[config.mk]
export PLATFORM = sky130hd
export DESIGN_NAME = pwm_duty_slew
export DESIGN_NICKNAME = d
export VERILOG_FILES = /design/src/rtl/pwm_duty_slew.sv
export SDC_FILE = /design/constraint.sdc
export NUM_CORES = 1
export LEC_CHECK = 0
export CORE_ASPECT_RATIO = 2
export CORE_MARGIN = 2
export CORE_UTILIZATION = 45
export CTS_CLUSTER_SIZE = 25
export DETAILED_ROUTE_END_ITERATION = 6
export GPL_ROUTABILITY_DRIVEN = 0
export PLACE_DENSITY_LB_ADDON = 0.08
export SLEW_MARGIN = 30
export SYNTH_ARGS = -nofsm -noshare
export SYNTH_HDL_FRONTEND = slang
export SYNTH_SLANG_ARGS = --single-unit
[constraint.sdc]
create_clock -name clk -period 3.9 [get_ports clk]
set_clock_uncertainty 0.15 [all_clocks]
set_input_delay 0.78 -clock clk [delete_from_list [all_inputs] [get_ports clk]]
set_output_delay 0.78 -clock clk [all_outputs]
set_load 0.03 [all_outputs]
[src/rtl/pwm_duty_slew.sv]
// Duty-level control for the LED PWM: cleans up the DIP/mode switches and walks the
// duty one step per timer tick toward the switch setting, or sweeps it in breathe mode.

module pwm_duty_slew_debounce #(
    parameter int WIDTH  = 4,
    parameter int CYCLES = 120000
) (
    input  logic             clk,
    input  logic             reset,
    input  logic [WIDTH-1:0] raw,
    output logic [WIDTH-1:0] debounced
);
    localparam int CW = $clog2(CYCLES + 1);

    logic [WIDTH-1:0] meta;
    logic [WIDTH-1:0] sync;
    logic [WIDTH-1:0] cand;
    logic [CW-1:0]    count;
    logic [CW-1:0]    count_next;

    // NOTE: every always_comb output gets a default first so no path can infer a latch.
    always_comb begin
        count_next = count;
        if (sync != cand) begin
            count_next = '0;
        end else if (count != CW'(CYCLES)) begin
            count_next = count + CW'(1);
        end
    end

    // NOTE: sequential state uses non-blocking assignments so every flop samples pre-edge values.
    always_ff @(posedge clk or posedge reset) begin
        if (reset) begin
            meta      <= '1;
            sync      <= '1;
            cand      <= '1;
            count     <= '0;
            debounced <= '1;
        end else begin
            meta  <= raw;
            sync  <= meta;
            cand  <= sync;
            count <= count_next;
            // The copy lands on the same edge the count reaches its limit.
            if (count_next == CW'(CYCLES)) begin
                debounced <= cand;
            end
        end
    end
endmodule

module pwm_duty_slew #(
    parameter int STEP_CYCLES     = 1200000,
    parameter int DEBOUNCE_CYCLES = 120000
) (
    input  logic       clk,
    input  logic       reset,
    input  logic [3:0] sw,
    input  logic       breathe_n,
    output logic [3:0] duty,
    output logic       step,
    output logic       at_target
);
    localparam int TW = $clog2(STEP_CYCLES);

    typedef enum logic [2:0] {
        HOLD,
        UP,
        DOWN,
        BR_UP,
        BR_DOWN
    } state_t;

    state_t        state;
    state_t        state_next;
    logic [3:0]    duty_next;
    logic [3:0]    sw_deb;
    logic          breathe_n_deb;
    logic [3:0]    target;
    logic          breathe;
    logic [TW-1:0] timer;
    logic          tick;

    pwm_duty_slew_debounce #(.WIDTH(4), .CYCLES(DEBOUNCE_CYCLES)) u_sw_deb (
        .clk       (clk),
        .reset     (reset),
        .raw       (sw),
        .debounced (sw_deb)
    );

    pwm_duty_slew_debounce #(.WIDTH(1), .CYCLES(DEBOUNCE_CYCLES)) u_breathe_deb (
        .clk       (clk),
        .reset     (reset),
        .raw       (breathe_n),
        .debounced (breathe_n_deb)
    );

    assign target  = ~sw_deb;
    assign breathe = ~breathe_n_deb;
    assign tick    = (timer == TW'(STEP_CYCLES - 1));

    // Free-running: mode and target changes never re-phase the step grid.
    always_ff @(posedge clk or posedge reset) begin
        if (reset) begin
            timer <= '0;
        end else if (tick) begin
            timer <= '0;
        end else begin
            timer <= timer + TW'(1);
        end
    end

    always_comb begin
        state_next = state;
        duty_next  = duty;
        case (state)
            HOLD: begin
                if (breathe) begin
                    state_next = BR_UP;
                end else if (target > duty) begin
                    state_next = UP;
                end else if (target < duty) begin
                    state_next = DOWN;
                end
            end
            UP, DOWN: begin
                // Direction is re-resolved every cycle, so a crossed target reverses at once.
                if (breathe) begin
                    state_next = BR_UP;
                end else if (target == duty) begin
                    state_next = HOLD;
                end else if (target > duty) begin
                    state_next = UP;
                    if (tick) begin
                        duty_next = duty + 4'd1;
                        if (duty + 4'd1 == target) begin
                            state_next = HOLD;
                        end
                    end
                end else begin
                    state_next = DOWN;
                    if (tick) begin
                        duty_next = duty - 4'd1;
                        if (duty - 4'd1 == target) begin
                            state_next = HOLD;
                        end
                    end
                end
            end
            BR_UP: begin
                if (!breathe) begin
                    state_next = HOLD;
                end else if (tick) begin
                    if (duty == 4'd15) begin
                        state_next = BR_DOWN;
                        duty_next  = 4'd14;
                    end else begin
                        duty_next = duty + 4'd1;
                    end
                end
            end
            BR_DOWN: begin
                if (!breathe) begin
                    state_next = HOLD;
                end else if (tick) begin
                    if (duty == 4'd0) begin
                        state_next = BR_UP;
                        duty_next  = 4'd1;
                    end else begin
                        duty_next = duty - 4'd1;
                    end
                end
            end
            default: state_next = HOLD;
        endcase
    end

    always_ff @(posedge clk or posedge reset) begin
        if (reset) begin
            state     <= HOLD;
            duty      <= 4'd0;
            step      <= 1'b0;
            at_target <= 1'b1;
        end else begin
            state     <= state_next;
            duty      <= duty_next;
            step      <= (duty_next != duty);
            at_target <= (state_next != BR_UP) && (state_next != BR_DOWN) && (duty_next == target);
        end
    end
endmodule

-- Yosys cells after proc, flatten, opt, wreduce, memory -nomap -nowiden
Index checks and enable logic that the tools add are counted.
- add/sub/neg operators: 5
- magnitude comparators: 2
- eq/ne operators: 19
- multiplexer cells: 34
- bitwise operators: 1
- reduce and logical (&&, ||, !) cells: 5
- operator list (operator ; count):
    two-way mux 17 bit ; 4
    two-way mux 4 bit ; 11
    two-way mux 3 bit ; 12
    adder 17 x 1 -> 17 bit, second input constant ; 2
    == test 17 bit, second input constant ; 2
    inequality test 17 bit, second input constant ; 2
    adder 21 x 1 -> 21 bit, second input constant ; 1
    == test 21 bit, second input constant ; 1
    two-way mux 21 bit ; 1
    == test 4 bit ; 4
    case mux 3 bit (4 select lines) ; 1
    case mux 4 bit (3 select lines) ; 1
    inequality test 4 bit ; 2
    == test 3 x 2 -> 1 bit, second input constant ; 2
    adder 4 x 1 -> 4 bit, second input constant ; 1
    == test 4 bit, second input constant ; 1
    > comparator 4 bit ; 1
    zero test 4 bit ; 1
    less-than comparator 4 bit ; 1
    two-way mux 2 bit ; 2
    NOT 4 bit ; 1
    subtractor 4 x 1 -> 4 bit, second input constant ; 1
    == test 3 x 1 -> 1 bit, second input constant ; 1
    == test 3 bit, second input constant ; 1
    7 further kinds ; 9
- bits in registers: 84
- input bits: 7
- output and inout port bits: 6
- word-level logic and storage cells: 81

-- Logic depth before layout (Yosys ltp)
Gate-level depths: netlist (run 1).
- depth in word-level cells: 11
- gate-level depth with buffers: 10
- gate-level depth less buffers: 9

-- Hierarchy
From an unflattened synthesis (run 1), not the netlist that was laid out.
- cells, all modules: 522
- area, all modules: 5136.2 um^2
- modules (own cells, without submodules) (module ; times used ; cells an instance ; area each (um^2) ; sequential area each (um^2)):
    pwm_duty_slew ; 1 ; 263 ; 2270.9 ; 752.0
    pwm_duty_slew_debounce (u_sw_deb) ; 1 ; 134 ; 1639.1 ; 845.8
    pwm_duty_slew_debounce (u_breathe_deb) ; 1 ; 125 ; 1226.2 ; 530.5

-- Least setup slack after synthesis (run 1)
No wires, ideal clock.
- kind: register -> register
- start point: reg duty[3]
- end point: reg at_target
- library setup time: 0.097 ns
- arrival time: 2.872 ns
- required time: 3.653 ns
- slack: 0.781 ns
- cell stages (with the launch flop): 11
- path through: dfrtp_1 -> clkbuf_1 -> inv_1 -> ha_1 -> nand4_1 -> nor4b_1 -> and3_1 -> a21boi_1 -> nor2_1 -> mux2_2 -> nor4_1
- cells in the longest elaborated chain, start to end: 11
- RTL lines (what ; line ; text):
    start, declared ; 60 ; output logic [3:0] duty,
    start signal, assigned ; 186 ; duty <= duty_next;
    adder 4 x 1 -> 4 bit / subtractor 4 x 1 -> 4 bit (equally long branches) ; -- ;
    == test 4 bit (on tied branches) ; 136, 144 ;
    two-way mux 1 bit / two-way mux 2 bit (equally long branches) ; 136, 144 ;
    two-way mux 1 bit / two-way mux 2 bit (equally long branches) ; 134, 142 ;
    two-way mux 3 bit ; 132 ; end else if (target > duty) begin
    two-way mux 3 bit ; 130 ; end else if (target == duty) begin
    two-way mux 3 bit ; 128 ; if (breathe) begin
    case mux 3 bit (4 select lines) ; 116 ; case (state)
    inequality test 3 x 2 -> 1 bit / inequality test 3 bit (equally long branches) ; 188 ; at_target <= (state_next != BR_UP) && (state_next != BR_DOWN) && (duty_next == target);
    logical AND 1 bit ; 188 ;
    logical AND 1 bit * ; 188 ;
    end signal, assigned ; 188 ;
    end, declared ; 62 ; output logic at_target
Mark *: on every way between the ends. The rest lies on a longest branch, timed or not.
A chain may end at the register's enable or synchronous reset.

-- Worst setup path after layout (run 1)
- start point: reg duty[1]
- end point: reg at_target
The elaborated chain is that of the path after synthesis.

==> results of run 1 <==
==> per-layer routing <==
layer,up-vias,global-route usage,part of all wire
met3,43,0.0302,0.030
li1,1915,-,-
met5,-,0,0
met2,103,0.399,0.54
met1,1896,0.238,0.38
met4,0,0.130,0.046
==> cell usage after synthesis (all sizes together) (16+ instances only) <==
cell	count	area, µm²
a21oi	16	83.8
clkbuf	17	63.8
dfrtp	63	1580
dfstp	21	552
inv	19	71.3
nand2	33	124
nand3	31	155
nand4	18	128
nor2	65	244
nor3	17	85.1
o21ai	19	95.1
xnor2	33	289
xor2	31	272
==> per-stage QoR <==
| step | instances | hold slack, ns | area [µm²] | power [mW] | setup slack (ns) |
|---|---|---|---|---|---|
| 6_report | 679 | 0.206 | 5510 | 1.83 | 0.571 |
| 4_1_cts | 679 | 0.207 | 5500 | 1.86 | 0.690 |
| 2_1_floorplan | 523 | 0.195 | 4900 | 0.970 | 0.781 |
| 3_3_place_gp | 663 | 0.196 | 5200 | 0.999 | 0.819 |
| 5_1_grt | 679 | 0.208 | 5510 | 1.91 | 0.370 |
| 3_5_place_dp | 663 | 0.197 | 5200 | 1.00 | 0.715 |
==> worst max-delay path by stage <==
stage / from / to / slack [ns]
after floorplan: duty[3] / at_target / 0.78
after global placement: duty[1] / at_target / 0.82
after detailed placement: duty[1] / at_target / 0.72
after CTS: duty[1] / at_target / 0.69
after global routing: duty[1] / at_target / 0.37
final: duty[1] / at_target / 0.57
==> cells in the final DEF (no fill, tap or decap), drive strengths merged, types with 4 or more instances in the layout <==
cell and instances:
inv 21, and3 10, o31ai 6, nand2 33, a22oi 5, mux2 7, xnor2 33, nor3 17
buf 8, nor2 65, nor4b 5, nand3 31, or3 4, a31oi 5, nor3b 5, dfstp 21
clkbuf 9, or4 5, o21ai 19, clkinv 6, dfrtp 63, xor2 31, and2 4, nand2b 8
nand4 18, clkdlybuf4s50 12, nor4 9, ha 11, a21oi 16
==> logic make-up (layout without fill, tap and decap cells) <==
kind of cell             Yosys count  count (layout)  share of synthesized area
adder cells (fa/ha/maj)           12              12                     0.0301
XOR/XNOR                          64              64                      0.114
buffers and inverters             37              56                     0.0284
AO/OA/AOI/OAI                     80              80                      0.111
flip-flops                        84              84                      0.434
AND/OR/NAND/NOR                  236             236                      0.259
multiplexers                      10              10                     0.0222
==> area by class of cell <==
cell class | count | area (µm²)
Multi-Input combinational cell | 402 | 2640
Sequential cell | 84 | 2130
Fill cell | 972 | 5030
Inverter | 20 | 76.3
Timing Repair Buffer | 20 | 193
Clock buffer | 9 | 225
Tap cell | 137 | 171
Clock inverter | 7 | 78.8
==> state kept, by name, indices dropped and copies added (netlist names) <==
register and cells:
u_breathe_deb.sync 1, u_sw_deb.sync 4, u_breathe_deb.cand 1, state 3, step 1, at_target 1
u_breathe_deb.count 17, u_sw_deb.count 17, timer 21, duty 4, u_breathe_deb.meta 1, u_breathe_deb.debounced 1
u_sw_deb.debounced 4, u_sw_deb.cand 4, u_sw_deb.meta 4
==> power breakdown <==
| group | internal [mW] | total, mW | switching, mW |
|---|---|---|---|
| logic | 0.0270 | 0.0758 | 0.0488 |
| clock network | 0.454 | 0.852 | 0.399 |
| registers | 0.891 | 0.906 | 0.0156 |
==> flow_summary.ini, run 1 <==
[power]
p_leak_nw = 2.22
p_per_area_nw_per_um2 = 333
vdd_drop_max_uv = 293

[clocking]
cts.sinks = 84
postCtsSetupBuffers = 0
clk_pin_slew_ns = 0.07
htree_levels = 3
root_buffer = clkbuf_16
ctsHoldBuffers = 0
max-clock-path-buffers = 2
cts-resized-gates = 0
cts_tree = done
cts_made_buffers = 9
clock_latency_ns = 0.35

[sta]
period_share = 0.854
tns_ns = 0
rsz0062_at_grt = no
maxSlewViolCount = 0
setup_viol = 0
tightestPinTransition_ns = 0.760
finalHoldViolations = 0
period_needed_ns = 3.33
slew_headroom = 0.492
timing.fmax_mhz = 300

[setup_path]
slowest_delay_ns = 0.65
worstPathArrival_ns = 3.42
cp-end-kind = flop
r2r_setup_slack_ns = 0.57
r2r_end = at_target
timing.critical_path.buf_inv = 1
cp_top_family = compound AO/OA/AOI/OAI gates
cpMaxStageDelayCell = a2111oi_0
cp.depth = 9
worstSetupPathType = reg -> reg
crit_required_ns = 3.99
cp_cell_sequence = inv_1, ha_1, nand2b_1, a21oi_1, o21ai_0, a2111oi_0, nor3b_1, xnor2_1, nor4_1
r2r-start = duty[1]
cp-start-kind = flop
cp_max_fo = 11
reg2reg_depth = 9

[drt]
drt-total-wl_um = 12100
vias = 3957
drt-vias-per-instance = 5.83
drt_pass1_iterations = 5
antenna_left = 0
wire_per_inst_um = 17.8
drc = 0
drt_iter0_drc = 171

[job]
max_cap_viol_count = 0

[global_route]
grt_pass1_vias = 4076
grt_max_degree = 45
grt_pass1_wl_um = 20100
overflow = 0
grtUsageTotal = 0.219
antenna_found_initial = 0

[yosys]
yosysSeqAreaShare = 0.434
netlist_instances = 523
synth_edf_count = 0
async_flop_share = 1.00
synth_cell_types = 65
synth_warnings = 0
postSynthAreaPerCell_um2 = 9.37
ys.flop_type = dfrtp_1
syn_nets = 541
syn_area_um2 = 4900
synth-seq-cells = 84

[cells_and_area]
syn2layout_area_growth_pct = 12.5
final_util = 0.523
diodes = 0
layout-drive-gt1-share = 0.109
nets = 555

[hold_path]
hp-class = reg -> reg
min_to = u_sw_deb.sync[0]
whs_path_depth = 0
hold_path_startpoint = u_sw_deb.meta[0]

[floorplanning]
initial_core_util = 0.465
die_h_um = 152
coreArea_um2 = 10500
dieArea_um2 = 11800
rows = 53
ios = 13
die_x_um = 77.8

[placed_design]
hpwl_um = 8940
port_buffers = 12

[outcome]
outcome = complete, no violations
Power figures use the tool's default switching activity.
==> inputs of run 2 (changes only) <==
- DONT_BUFFER_PORTS: unset -> 1
==> run 2 against run 1 <==
- non-clock buffer count decreased by 8
- first-iteration DRC count decreased by 1.8%
- sequential cell count unchanged
- register-to-register slack got worse by 0.27 ns
- critical path depth decreased by 2
- fmax decreased by 7.4%
- largest cell class unchanged
- utilization decreased by 1.2 points
- power decreased by 2.8%
==> flow_summary.ini, run 2 (synthesized netlist as in run 1, its figures left out) <==
[clocking]
root_buffer = clkbuf_16
cts.sinks = 84
cts_tree = done
max-clock-path-buffers = 2
ctsHoldBuffers = 0
cts-resized-gates = 0
clock_latency_ns = 0.34
postCtsSetupBuffers = 0
clk_pin_slew_ns = 0.06
htree_levels = 3
cts_made_buffers = 9

[cells_and_area]
fin_cells = 671
syn2layout_area_growth_pct = 9.81
layout_common_cells = 65 x nor2_1, 63 x dfrtp_1, 33 x xnor2_1, 33 x nand2_1
final_common_cell = nor2_1
top_regs = timer: 21 flops, u_breathe_deb.count: 17 flops, u_sw_deb.count: 17 flops
design_area_um2 = 5380
largest_reg_flops = 21
layout-drive-gt1-share = 0.114
final_util = 0.510
diodes = 0
nets = 547
regMostFlops = timer

[placed_design]
dp.cells = 655
dpl_cell_area_um2 = 5100
hpwl_um = 9150
port_buffers = 0

[sta]
tns_ns = 0
rsz0062_at_grt = no
timing.fmax_mhz = 278
setup_viol = 0
finalHoldViolations = 0
slew_headroom = 0.394
tightestPinTransition_ns = 0.886
period_needed_ns = 3.59
period_share = 0.922
maxSlewViolCount = 0

[floorplanning]
ios = 13
rows = 53
die_h_um = 152
initial_core_util = 0.465
die_x_um = 77.8
coreArea_um2 = 10500
dieArea_um2 = 11800

[setup_path]
worstSetupPathType = reg -> reg
cp-end-kind = flop
worstPathArrival_ns = 3.68
crit_required_ns = 3.98
cp_max_fo = 10
cp-start-kind = flop

[power]
pwr-share-seq = 0.508
clkPwrFrac = 0.453
power_switching_mw = 0.430
p_leak_nw = 2.18
p_per_area_nw_per_um2 = 332
p_int_mw = 1.35
vdd_drop_max_uv = 390
swShare = 0.241
finalPower_mw = 1.78
comb_power_share = 0.039

[drt]
drt-total-wl_um = 12100
drt-vias-per-instance = 5.86
drc = 0
antenna_left = 0
wire_per_inst_um = 18.1
drt_pass1_iterations = 4
vias = 3932
drt_iter0_drc = 168

[global_route]
overflow = 0
grt_pass1_vias = 3996
antenna_found_initial = 0
grtUsageTotal = 0.218
grt_pass1_wl_um = 19900
grt_max_degree = 36

[outcome]
outcome = complete, no violations

[job]
max_cap_viol_count = 0

[hold_path]
hp-class = reg -> reg
[run 2: cell count changes in the layout (fill, tap and decap cells not counted), moves of 2 or more]
cell             delta
clkdlybuf4s50_1    -12
buf_4               +5
inv_6               +3
clkinv_8            -2
[run 2: cell type report]
| type | instances | area, µm² |
|---|---|---|
| tap | 137 | 171 |
| multi-input combinational | 402 | 2630 |
| clock buffer | 9 | 225 |
| clock inverter | 7 | 56.3 |
| timing repair buffer | 12 | 90.1 |
| fill | 1006 | 5160 |
| sequential | 84 | 2130 |
| inverter | 20 | 76.3 |
[run 2: metal layers]
layer / wire length, µm / track usage / share of wire
met5: 0 / 0 / 0
met4: 609 / 0.128 / 0.050
met3: 287 / 0.0302 / 0.024
met2: 6580 / 0.404 / 0.54
met1: 4660 / 0.232 / 0.38
[run 2: power by group through the flow]
stage          clock, mW  sequential [mW]  combinational, mW
6_report           0.809            0.906             0.0689
5_1_grt            0.877            0.909             0.0804
4_1_cts            0.839            0.907             0.0716
3_5_place_dp           0            0.923             0.0714
3_3_place_gp           0            0.922             0.0695
2_1_floorplan          0            0.918             0.0517
[run 2: worst max-delay path: stages, from the launching register on]
cell       delay [ns]
dfrtp_1          0.71
inv_1            0.23
ha_1             0.42
or3_1            0.39
a2111oi_0        0.82
nor3b_1          0.25
xnor2_1          0.20
nor4_1           0.32
[run 2: path summary, 6_finish.rpt]
check	start	end	slack [ns]	depth (start not counted)
max	duty[0]	at_target	0.31	7
min	u_sw_deb.meta[3]	u_sw_deb.sync[3]	0.21	0
max reg2reg	duty[0]	at_target	0.31	7
min reg2reg	u_sw_deb.meta[3]	u_sw_deb.sync[3]	0.21	0
max in group asynchronous	reset	u_sw_deb.cand[3]	2.55	2
min in group asynchronous	reset	u_sw_deb.count[12]	0.22	1
[run 2: through the flow]
step | hold WS (ns) | worst slack (ns)
global placement | 0.197 | 0.415
floorplan | 0.195 | 0.781
CTS | 0.207 | 0.330
global route | 0.209 | 0.277
finish | 0.205 | 0.305
detailed placement | 0.197 | 0.363
